===== src/rtl/cache_refill_arbiter_if.sv =====
// cache_refill_arbiter_if: requester, memory and response signals of the refill arbiter
interface cache_refill_arbiter_if #(
    parameter int ADDR_W     = 32,
    parameter int DATA_W     = 32,
    parameter int LINE_WORDS = 4
);
    localparam int IDX_W = $clog2(LINE_WORDS);
    logic              req0_valid;
    logic              req1_valid;
    logic [ADDR_W-1:0] req0_addr;
    logic [ADDR_W-1:0] req1_addr;
    logic              req0_ready;
    logic              req1_ready;
    logic              mem_req;
    logic [ADDR_W-1:0] mem_addr;
    logic              mem_ready;
    logic [DATA_W-1:0] mem_rdata;
    logic              resp_valid;
    logic              resp_id;
    logic [IDX_W-1:0]  resp_word;
    logic [DATA_W-1:0] resp_data;
    logic              resp_last;
    modport slave (
        input  req0_valid, req1_valid, req0_addr, req1_addr, mem_ready, mem_rdata,
        output req0_ready, req1_ready, mem_req, mem_addr,
        output resp_valid, resp_id, resp_word, resp_data, resp_last
    );
    modport master (
        output req0_valid, req1_valid, req0_addr, req1_addr, mem_ready, mem_rdata,
        input  req0_ready, req1_ready, mem_req, mem_addr,
        input  resp_valid, resp_id, resp_word, resp_data, resp_last
    );
endinterface


===== src/rtl/cache_refill_arbiter.sv =====
// cache_refill_arbiter: per-line demand/prefetch arbitration with critical-word-first wrapping bursts
module cache_refill_arbiter #(
    parameter int ADDR_W       = 32,
    parameter int DATA_W       = 32,
    parameter int LINE_WORDS   = 4,
    parameter int STARVE_LIMIT = 3
) (
    input logic clk,
    input logic rst,
    cache_refill_arbiter_if.slave bus
);
    localparam int BYTE_W = $clog2(DATA_W / 8);
    localparam int IDX_W  = $clog2(LINE_WORDS);
    localparam int LB_W   = ADDR_W - IDX_W - BYTE_W;
    localparam int SK_W   = $clog2(STARVE_LIMIT + 1);
    typedef enum logic {IDLE, BURST} state_t;
    state_t            state_q, state_d;
    logic [LB_W-1:0]   line_base_q, line_base_d;
    logic [IDX_W-1:0]  start_idx_q, start_idx_d;
    logic [IDX_W-1:0]  beat_q, beat_d;
    logic              owner_q, owner_d;
    logic [SK_W-1:0]   skip_q, skip_d;
    logic              resp_valid_q, resp_valid_d;
    logic              resp_id_q, resp_id_d;
    logic [IDX_W-1:0]  resp_word_q, resp_word_d;
    logic [DATA_W-1:0] resp_data_q, resp_data_d;
    logic              resp_last_q, resp_last_d;
    logic              pick1, grant0, grant1, grant, beat_done, beat_last;
    logic [IDX_W-1:0]  beat_idx;
    logic [ADDR_W-1:0] win_addr;
    always_comb begin
        // Prefetch only wins a contested cycle once demand has starved it STARVE_LIMIT times
        pick1       = bus.req1_valid && (!bus.req0_valid || skip_q == SK_W'(STARVE_LIMIT));
        grant0      = rst && state_q == IDLE && bus.req0_valid && !pick1;
        grant1      = rst && state_q == IDLE && pick1;
        grant       = grant0 || grant1;
        beat_idx    = start_idx_q + beat_q;
        beat_done   = state_q == BURST && bus.mem_ready;
        beat_last   = beat_done && beat_q == IDX_W'(LINE_WORDS - 1);
        win_addr    = grant1 ? bus.req1_addr : bus.req0_addr;
        state_d     = grant ? BURST : beat_last ? IDLE : state_q;
        line_base_d = grant ? win_addr[ADDR_W-1:IDX_W+BYTE_W] : line_base_q;
        start_idx_d = grant ? win_addr[IDX_W+BYTE_W-1:BYTE_W] : start_idx_q;
        owner_d     = grant ? grant1 : owner_q;
        beat_d      = grant ? '0 : beat_done ? beat_q + IDX_W'(1) : beat_q;
        skip_d      = grant1 ? '0 :
                      (grant0 && bus.req1_valid && skip_q != SK_W'(STARVE_LIMIT)) ? skip_q + SK_W'(1) : skip_q;
        resp_valid_d = beat_done;
        resp_id_d    = beat_done && owner_q;
        resp_word_d  = beat_done ? beat_idx : '0;
        resp_data_d  = beat_done ? bus.mem_rdata : '0;
        resp_last_d  = beat_last;
        bus.req0_ready = grant0;
        bus.req1_ready = grant1;
        bus.mem_req    = state_q == BURST;
        bus.mem_addr   = state_q == BURST ? ADDR_W'({line_base_q, beat_idx}) << BYTE_W : '0;
        bus.resp_valid = resp_valid_q;
        bus.resp_id    = resp_id_q;
        bus.resp_word  = resp_word_q;
        bus.resp_data  = resp_data_q;
        bus.resp_last  = resp_last_q;
    end
    always_ff @(posedge clk or negedge rst) begin
        if (!rst) begin
            state_q      <= IDLE;
            line_base_q  <= '0;
            start_idx_q  <= '0;
            beat_q       <= '0;
            owner_q      <= 1'b0;
            skip_q       <= '0;
            resp_valid_q <= 1'b0;
            resp_id_q    <= 1'b0;
            resp_word_q  <= '0;
            resp_data_q  <= '0;
            resp_last_q  <= 1'b0;
        end else begin
            state_q      <= state_d;
            line_base_q  <= line_base_d;
            start_idx_q  <= start_idx_d;
            beat_q       <= beat_d;
            owner_q      <= owner_d;
            skip_q       <= skip_d;
            resp_valid_q <= resp_valid_d;
            resp_id_q    <= resp_id_d;
            resp_word_q  <= resp_word_d;
            resp_data_q  <= resp_data_d;
            resp_last_q  <= resp_last_d;
        end
    end
endmodule


===== src/flat_wrapper.sv =====
// flat-port wrapper written by rule: the top's interface ports become plain ports
module cache_refill_arbiter_flat 
#(
    parameter int ADDR_W       = 32,
    parameter int DATA_W       = 32,
    parameter int LINE_WORDS   = 4,
    parameter int STARVE_LIMIT = 3
)
  (clk, rst, bus_req0_valid, bus_req1_valid, bus_req0_addr, bus_req1_addr, bus_mem_ready, bus_mem_rdata, bus_req0_ready, bus_req1_ready, bus_mem_req, bus_mem_addr, bus_resp_valid, bus_resp_id, bus_resp_word, bus_resp_data, bus_resp_last);
  cache_refill_arbiter_if #(.ADDR_W(ADDR_W), .DATA_W(DATA_W), .LINE_WORDS(LINE_WORDS)) bus_i ();
  input logic clk;
  input logic rst;
  input wire logic [$bits(bus_i.req0_valid)-1:0] bus_req0_valid;
  input wire logic [$bits(bus_i.req1_valid)-1:0] bus_req1_valid;
  input wire logic [$bits(bus_i.req0_addr)-1:0] bus_req0_addr;
  input wire logic [$bits(bus_i.req1_addr)-1:0] bus_req1_addr;
  input wire logic [$bits(bus_i.mem_ready)-1:0] bus_mem_ready;
  input wire logic [$bits(bus_i.mem_rdata)-1:0] bus_mem_rdata;
  output wire logic [$bits(bus_i.req0_ready)-1:0] bus_req0_ready;
  output wire logic [$bits(bus_i.req1_ready)-1:0] bus_req1_ready;
  output wire logic [$bits(bus_i.mem_req)-1:0] bus_mem_req;
  output wire logic [$bits(bus_i.mem_addr)-1:0] bus_mem_addr;
  output wire logic [$bits(bus_i.resp_valid)-1:0] bus_resp_valid;
  output wire logic [$bits(bus_i.resp_id)-1:0] bus_resp_id;
  output wire logic [$bits(bus_i.resp_word)-1:0] bus_resp_word;
  output wire logic [$bits(bus_i.resp_data)-1:0] bus_resp_data;
  output wire logic [$bits(bus_i.resp_last)-1:0] bus_resp_last;
  assign bus_i.req0_valid = bus_req0_valid;
  assign bus_i.req1_valid = bus_req1_valid;
  assign bus_i.req0_addr = bus_req0_addr;
  assign bus_i.req1_addr = bus_req1_addr;
  assign bus_i.mem_ready = bus_mem_ready;
  assign bus_i.mem_rdata = bus_mem_rdata;
  assign bus_req0_ready = bus_i.req0_ready;
  assign bus_req1_ready = bus_i.req1_ready;
  assign bus_mem_req = bus_i.mem_req;
  assign bus_mem_addr = bus_i.mem_addr;
  assign bus_resp_valid = bus_i.resp_valid;
  assign bus_resp_id = bus_i.resp_id;
  assign bus_resp_word = bus_i.resp_word;
  assign bus_resp_data = bus_i.resp_data;
  assign bus_resp_last = bus_i.resp_last;
  cache_refill_arbiter #(.ADDR_W(ADDR_W), .DATA_W(DATA_W), .LINE_WORDS(LINE_WORDS), .STARVE_LIMIT(STARVE_LIMIT)) u_core (.clk(clk), .rst(rst), .bus(bus_i));
endmodule

===== config.mk =====
export PLATFORM = sky130hd
export DESIGN_NAME = cache_refill_arbiter_flat
export DESIGN_NICKNAME = d
export VERILOG_FILES = /design/src/rtl/cache_refill_arbiter_if.sv /design/src/rtl/cache_refill_arbiter.sv /design/src/flat_wrapper.sv
export SDC_FILE = /design/constraint.sdc
export NUM_CORES = 1
export LEC_CHECK = 0
export BUFFER_PORTS_ARGS = -buffer_cell sky130_fd_sc_hd__clkbuf_2
export CAP_MARGIN = 10
export CORE_ASPECT_RATIO = 1.4
export CORE_MARGIN = 8
export CORE_UTILIZATION = 40
export DETAILED_ROUTE_END_ITERATION = 10
export GPL_ROUTABILITY_DRIVEN = 1
export MAX_ROUTING_LAYER = met4
export PLACE_DENSITY = 0.76
export SYNTH_ARGS = -nofsm -noshare
export SYNTH_HDL_FRONTEND = slang
export SYNTH_SLANG_ARGS = --single-unit

===== constraint.sdc =====
create_clock -name clk -period 1.4 [get_ports clk]
set_input_delay 0 -clock clk [delete_from_list [all_inputs] [get_ports clk]]
set_output_delay 0 -clock clk [all_outputs]
set_load 0.05 [all_outputs]

==> results.cfg, run 1 <==
[placement]
dp_cells = 516
hpwl_um = 7480
place.gp.congestion = 0.767
io_buffer_count = 166
post-place-ws_ns = -0.0284

[synthesis]
ys_async_sr_fraction_pct = 100
synth_most_common_cell = dfrtp_1
syn-instance-count = 256
yosys_register_bits = 73
synth.distinct_cells = 27
synthTopCellsByCount = dfrtp_1, and3_1, a221o_1, and2_1, clkbuf_1
yosysWarnings = 0
syn_area_per_cell_um2 = 12.1
synthFlopType = dfrtp_1
syn-cell-area_um2 = 3090
synth_edf_count = 0
seq_area_frac_synth_pct = 59.0
yosysTopAreaCellShare_pct = 59.0
synth_area_leaders = dfrtp_1, and3_1, a221o_1
synth_area_leader_cell = dfrtp_1

[clock_tree]
htreeDepth = 3
cts_sinks = 73
cts_tree = yes
cts_buffer_depth = 2
cts-buffers-inserted = 9
clk_pin_slew_ns = 0.08
cts-root-buf = clkbuf_8
clkLatencyLatePin_ns = 0.35

[layout]
syn2layout_area_growth_pct = 100
drive_gt1_share_pct = 55.8
finalNonFillerCells = 633
fin_nets = 631

[power]
ir_drop_mv = 1.25
swShare_pct = 41.2
power_density_nw_per_um2 = 2060
p_comb_share_pct = 60.5
cellInternalPower_uw = 7510
power_frac_seq_pct = 24.9
switching_power_uw = 5270
p_leak_uw = 0.00319
finalPower_uw = 12800
clkPwrFrac_pct = 14.6

[floorplan]
core.rowCount = 38
die_w_um = 90.3
die_h_um = 120
io_pins = 173
core_area_um2 = 7610
dieArea_um2 = 10800
initial_utilization_pct = 40.7

[route]
drt_iter0_drc = 138
vias = 3205
drtAntennaViolNets = 0
vias_per_cell = 5.06
wire_per_inst_um = 20.0
drtPass1Iterations = 6
drc_errors = 0
drt-total-wl_um = 12700

[grt]
grt.total_usage_pct = 23.4
grt_max_degree = 51
grt_pass1_vias = 3598
grt_pass1_wl_um = 19400
antenna_found_initial = 1
overflow = 0

[timing]
period_share_pct = 114
slew_viol_final = 0
hold_viol = 0
setup_violations = 57
hold_slack_ns = 0.0143
setup_ws_ns = -0.193
rsz0062_at_grt = yes
fin_skew_ns = 0.00674
fin_crit_ns = 1.59
max_freq_ghz = 0.628

[status]
status = finished with violations
violations = negative setup slack

[critical_path]
startpoint_type = flop
arrival_ns = 1.83
critPathCaptureType = flop
cp_max_fo = 5
path_class = flop to flop
worst_ep_required_time_ns = 1.63

[job]
cap_violations = 0

[worst_hold_path]
hp-class = input port to flop
## worst paths after layout
check                                          to  cells past startpoint  slack (ns)               start
max                        u_core.line_base_q[25]                      6       -0.19  u_core.bus.mem_req
min reg2reg                        u_core.owner_q                      1        0.48      u_core.owner_q
max in group asynchronous      u_core.bus.mem_req                      3        0.39                 rst
min                        u_core.line_base_q[24]                      3        0.01   bus_req0_addr[28]
max reg2reg                u_core.line_base_q[25]                      6       -0.19  u_core.bus.mem_req
min in group asynchronous  u_core.line_base_q[15]                      2        0.18                 rst
## power groups by stage
stage	Combinational, uW	Sequential, uW	Clock (uW)
final	7730	3180	1870
after CTS	7320	3120	1900
after global placement	6550	3130	0
after detailed placement	6680	3140	0
after global routing	8070	3230	2010
after floorplan	3240	3700	0
## worst max-delay path, stage by stage (launching register included)
cell and delay [ns]:
dfrtp_2 0.46, and2b_2 0.26, buf_6 0.10, o21ai_4 0.10, buf_6 0.14, buf_6 0.12, a221o_1 0.29
## cell type report
| type | count | area (um2) |
|---|---|---|
| Timing Repair Buffer | 284 | 2630 |
| Clock buffer | 10 | 138 |
| Fill cell | 419 | 1420 |
| Antenna cell | 1 | 2.50 |
| Inverter | 2 | 7.51 |
| Tap cell | 100 | 125 |
| Clock inverter | 6 | 91.3 |
| Multi-Input combinational cell | 157 | 1370 |
| Sequential cell | 73 | 1830 |
## cell families after synthesis
family	synth area share, %
AO/OA/AOI/OAI	11.5
XOR/XNOR	0.849
adder cells (fa/ha/maj)	1.21
buffers and inverters	5.18
flip-flops	59.0
other	0.121
AND/OR/NAND/NOR	22.1
## per-layer routing
metal  routed length [um]  vias up  GRT usage, %
li1                     -     1460             -
met2                 6740      165          40.1
met1                 4740     1558          24.7
met3                  947       22          7.69
met4                  248        0          8.57
met5                    0        -             -
## cell usage in the layout (no fill, tap or decap), types with 15 or more instances in the layout
cell | Yosys | layout
and3_4 | 0 | 27
buf_4 | 3 | 15
buf_12 | 0 | 39
dlygate4sd3_1 | 0 | 76
a221o_1 | 30 | 30
dfrtp_1 | 73 | 72
and3_1 | 65 | 38
clkbuf_2 | 0 | 133
and2_4 | 0 | 18
## flip-flops by register name, indices dropped and copies added, names as in the netlist
register               flops
u_core.bus.resp_id         1
u_core.bus.resp_last       1
u_core.bus.mem_req         1
u_core.bus.resp_data      32
u_core.bus.resp_word       2
u_core.owner_q             1
u_core.bus.resp_valid      1
u_core.skip_q              2
u_core.start_idx_q         2
u_core.beat_q              2
u_core.line_base_q        28
## through the flow
| step | cell area [um2] | util (%) | setup TNS, ns |
|---|---|---|---|
| detailed placement | 4700 | 61.8 | -0.349 |
| global route | 6190 | 81.4 | -10.22 |
| finish | 6190 | 81.4 | -6.55 |
| floorplan | 3270 | - | -1.15 |
| global placement | 4700 | 61.8 | 0 |
| CTS | 6020 | 79.2 | -6.16 |
## timing repair
item / 4_1_cts / 5_1_grt
setup endpoints to repair: 40 / 68
pin swaps: 16 / 3
gates resized for setup: 32 / 34
cloned: 5 / 3
hold buffers: 76 / 0
endpoints found under the hold margin: 135 / 0
setup buffers: 10 / 10
(Power assumes the default switching activity.)
==> run 2: changes to the inputs <==
--- a/config.mk
+++ b/config.mk
@@ -14,6 +14,8 @@
 export GPL_ROUTABILITY_DRIVEN = 1
 export MAX_ROUTING_LAYER = met4
 export PLACE_DENSITY = 0.76
+export RECOVER_POWER = 25
 export SYNTH_ARGS = -nofsm -noshare
 export SYNTH_HDL_FRONTEND = slang
 export SYNTH_SLANG_ARGS = --single-unit
+export TNS_END_PERCENT = 50
==> run 2 against run 1 <==
Against the previous run:
- the flow still finishes with violations (negative setup slack)
- clock power down 12%
- setup slack worse by 0.011 ns
- combinational power up 10%
- die area unchanged
- flip-flop and latch count unchanged
- critical path type is now flop to primary output
- largest power group unchanged
- highest routed layer unchanged
==> results.cfg, run 2 (synthesis results as in run 1) <==
[grt]
grt.total_usage_pct = 24.7
grt_pass1_vias = 3720
antenna_found_initial = 3
grt_pass1_wl_um = 20400
grt_max_degree = 44
overflow = 0

[critical_path]
arrival_ns = 1.60
r2r_cells = 5
r2r_slack_ns = -0.15
reg2reg_from = u_core.bus.mem_req
cp-startpoint = u_core.beat_q[0]
r2r-end = u_core.line_base_q[22]
path_class = flop to primary output
cp_max_fo = 2
critPathCaptureType = primary output
startpoint_type = flop
endpoint = bus_mem_addr[3]
worst_ep_required_time_ns = 1.40

[timing]
fin_skew_ns = 0.00857
max_freq_ghz = 0.623
tns_ns = -6.63
hold_viol = 0
fin_crit_ns = 1.60
rsz0062_at_grt = yes
setup_ws_ns = -0.204
slew_viol_final = 0
worst_slew_pin_slew_ns = 0.937
slew_headroom_pct = 37.5
period_share_pct = 115
setup_violations = 68

[layout]
syn2layout_area_growth_pct = 101
multi_input_area_um2 = 1300
largest_reg_flops = 32
postLayoutCoreUtil_pct = 81.8
fin_nets = 644
mostFrequentLayoutCells = clkbuf_2, dlygate4sd3_1, dfrtp_1
register_area_um2 = 1830
final_common_cell = clkbuf_2
drive_gt1_share_pct = 50.3
fill_cells = 394

[power]
ir_drop_mv = 1.37
power_density_nw_per_um2 = 2150
p_leak_uw = 0.00330

[placement]
hpwl_um = 7030
io_buffer_count = 166
place.gp.congestion = 0.773

[route]
vias = 3298
wl_met2_um = 7090
drc_errors = 0
drtPass1Iterations = 4
vias_per_cell = 5.09
drt_iter0_drc = 168
dr.max_layer_used = met4
drtAntennaViolNets = 0
drt-total-wl_um = 13700
wire_per_inst_um = 21.1
wl_met1_um = 5260
wl_met3_um = 872

[clock_tree]
cts_buffer_depth = 2
clkLatencyLatePin_ns = 0.34
cts_tree = yes
clk_pin_slew_ns = 0.08
cts-buffers-inserted = 9
cts-root-buf = clkbuf_8
htreeDepth = 3
cts_sinks = 73

[status]
violations = negative setup slack
status = finished with violations

[worst_hold_path]
hp-class = input port to flop

[floorplan]
dieArea_um2 = 10800
io_pins = 173
core_area_um2 = 7610
die_w_um = 90.3
die_h_um = 120
initial_utilization_pct = 40.7
core.rowCount = 38

[job]
cap_violations = 0
## run 2: cell types whose count changed in the layout (fill, tap and decap cells not counted), moves of 5 or more
| cell | previous run | this run |
|---|---|---|
| buf_12 | 39 | 34 |
| dlygate4sd3_1 | 76 | 91 |
| and2_4 | 18 | 29 |
| and3_4 | 27 | 10 |
| buf_6 | 11 | 5 |
| and2_2 | 11 | 0 |
| and3_1 | 38 | 55 |
## run 2: worst max-delay path, stage by stage (launching register included)
cell and delay [ns]:
dfrtp_1 0.40, ha_2 0.21, xor2_2 0.16, xnor2_2 0.15
nor2b_2 0.17, buf_12 0.16
## run 2: area by class of cell
| class | instances | area share, % |
|---|---|---|
| Timing Repair Buffer | 296 | 44.5 |
| Sequential cell | 73 | 29.4 |
| Multi-Input combinational cell | 158 | 20.8 |
| Clock buffer | 13 | 2.39 |
| Tap cell | 100 | 2.01 |
| Clock inverter | 3 | 0.643 |
| Inverter | 2 | 0.121 |
| Antenna cell | 3 | 0.121 |
## run 2: repair_timing
item,4_1_cts,5_1_grt
buffers inserted,16,2
gates cloned,6,2
hold buffers,91,0
hold endpoints to repair,136,0
setup endpoints to repair,68,71
pin swaps,3,6
resized for setup,46,35
## run 2: how the worst min path moves through the flow
stage / start / to / slack [ns] / cells past startpoint
detailed placement: rst / u_core.skip_q[0] / 0.007 / 2
finish: bus_req0_addr[12] / u_core.line_base_q[8] / 0.01 / 3
floorplan: rst / u_core.beat_q[0] / -0.30 / 0
CTS: bus_req0_addr[12] / u_core.line_base_q[8] / 0.002 / 3
global route: bus_req0_addr[14] / u_core.line_base_q[10] / 0.01 / 3
global placement: rst / u_core.skip_q[0] / 0.0008 / 2
## run 2: stage by stage
stage | cells | hold slack [ns] | setup slack, ns | power, uW | instance area [um2]
CTS | 641 | 0.00228 | -0.177 | 12800 | 6070
global placement | 512 | 0.000820 | -0.250 | 9410 | 4510
detailed placement | 512 | 0.00660 | -0.322 | 9520 | 4510
global route | 648 | 0.0131 | -0.259 | 13800 | 6220
floorplan | 257 | -0.296 | -0.0644 | 6880 | 3180
finish | 648 | 0.0148 | -0.204 | 13400 | 6220
## run 2: power by group
part | internal [uW] | switching (uW)
clock | 870 | 775
sequential | 2770 | 421
combinational | 4260 | 4260
total | 7900 | 5460
## run 2: layer usage
metal | GRT usage (%) | up-vias
met1 | 26.3 | 1592
met4 | 11.1 | 0
met3 | 4.94 | 33
met2 | 43.4 | 183
li1 | - | 1490
met5 | - | -
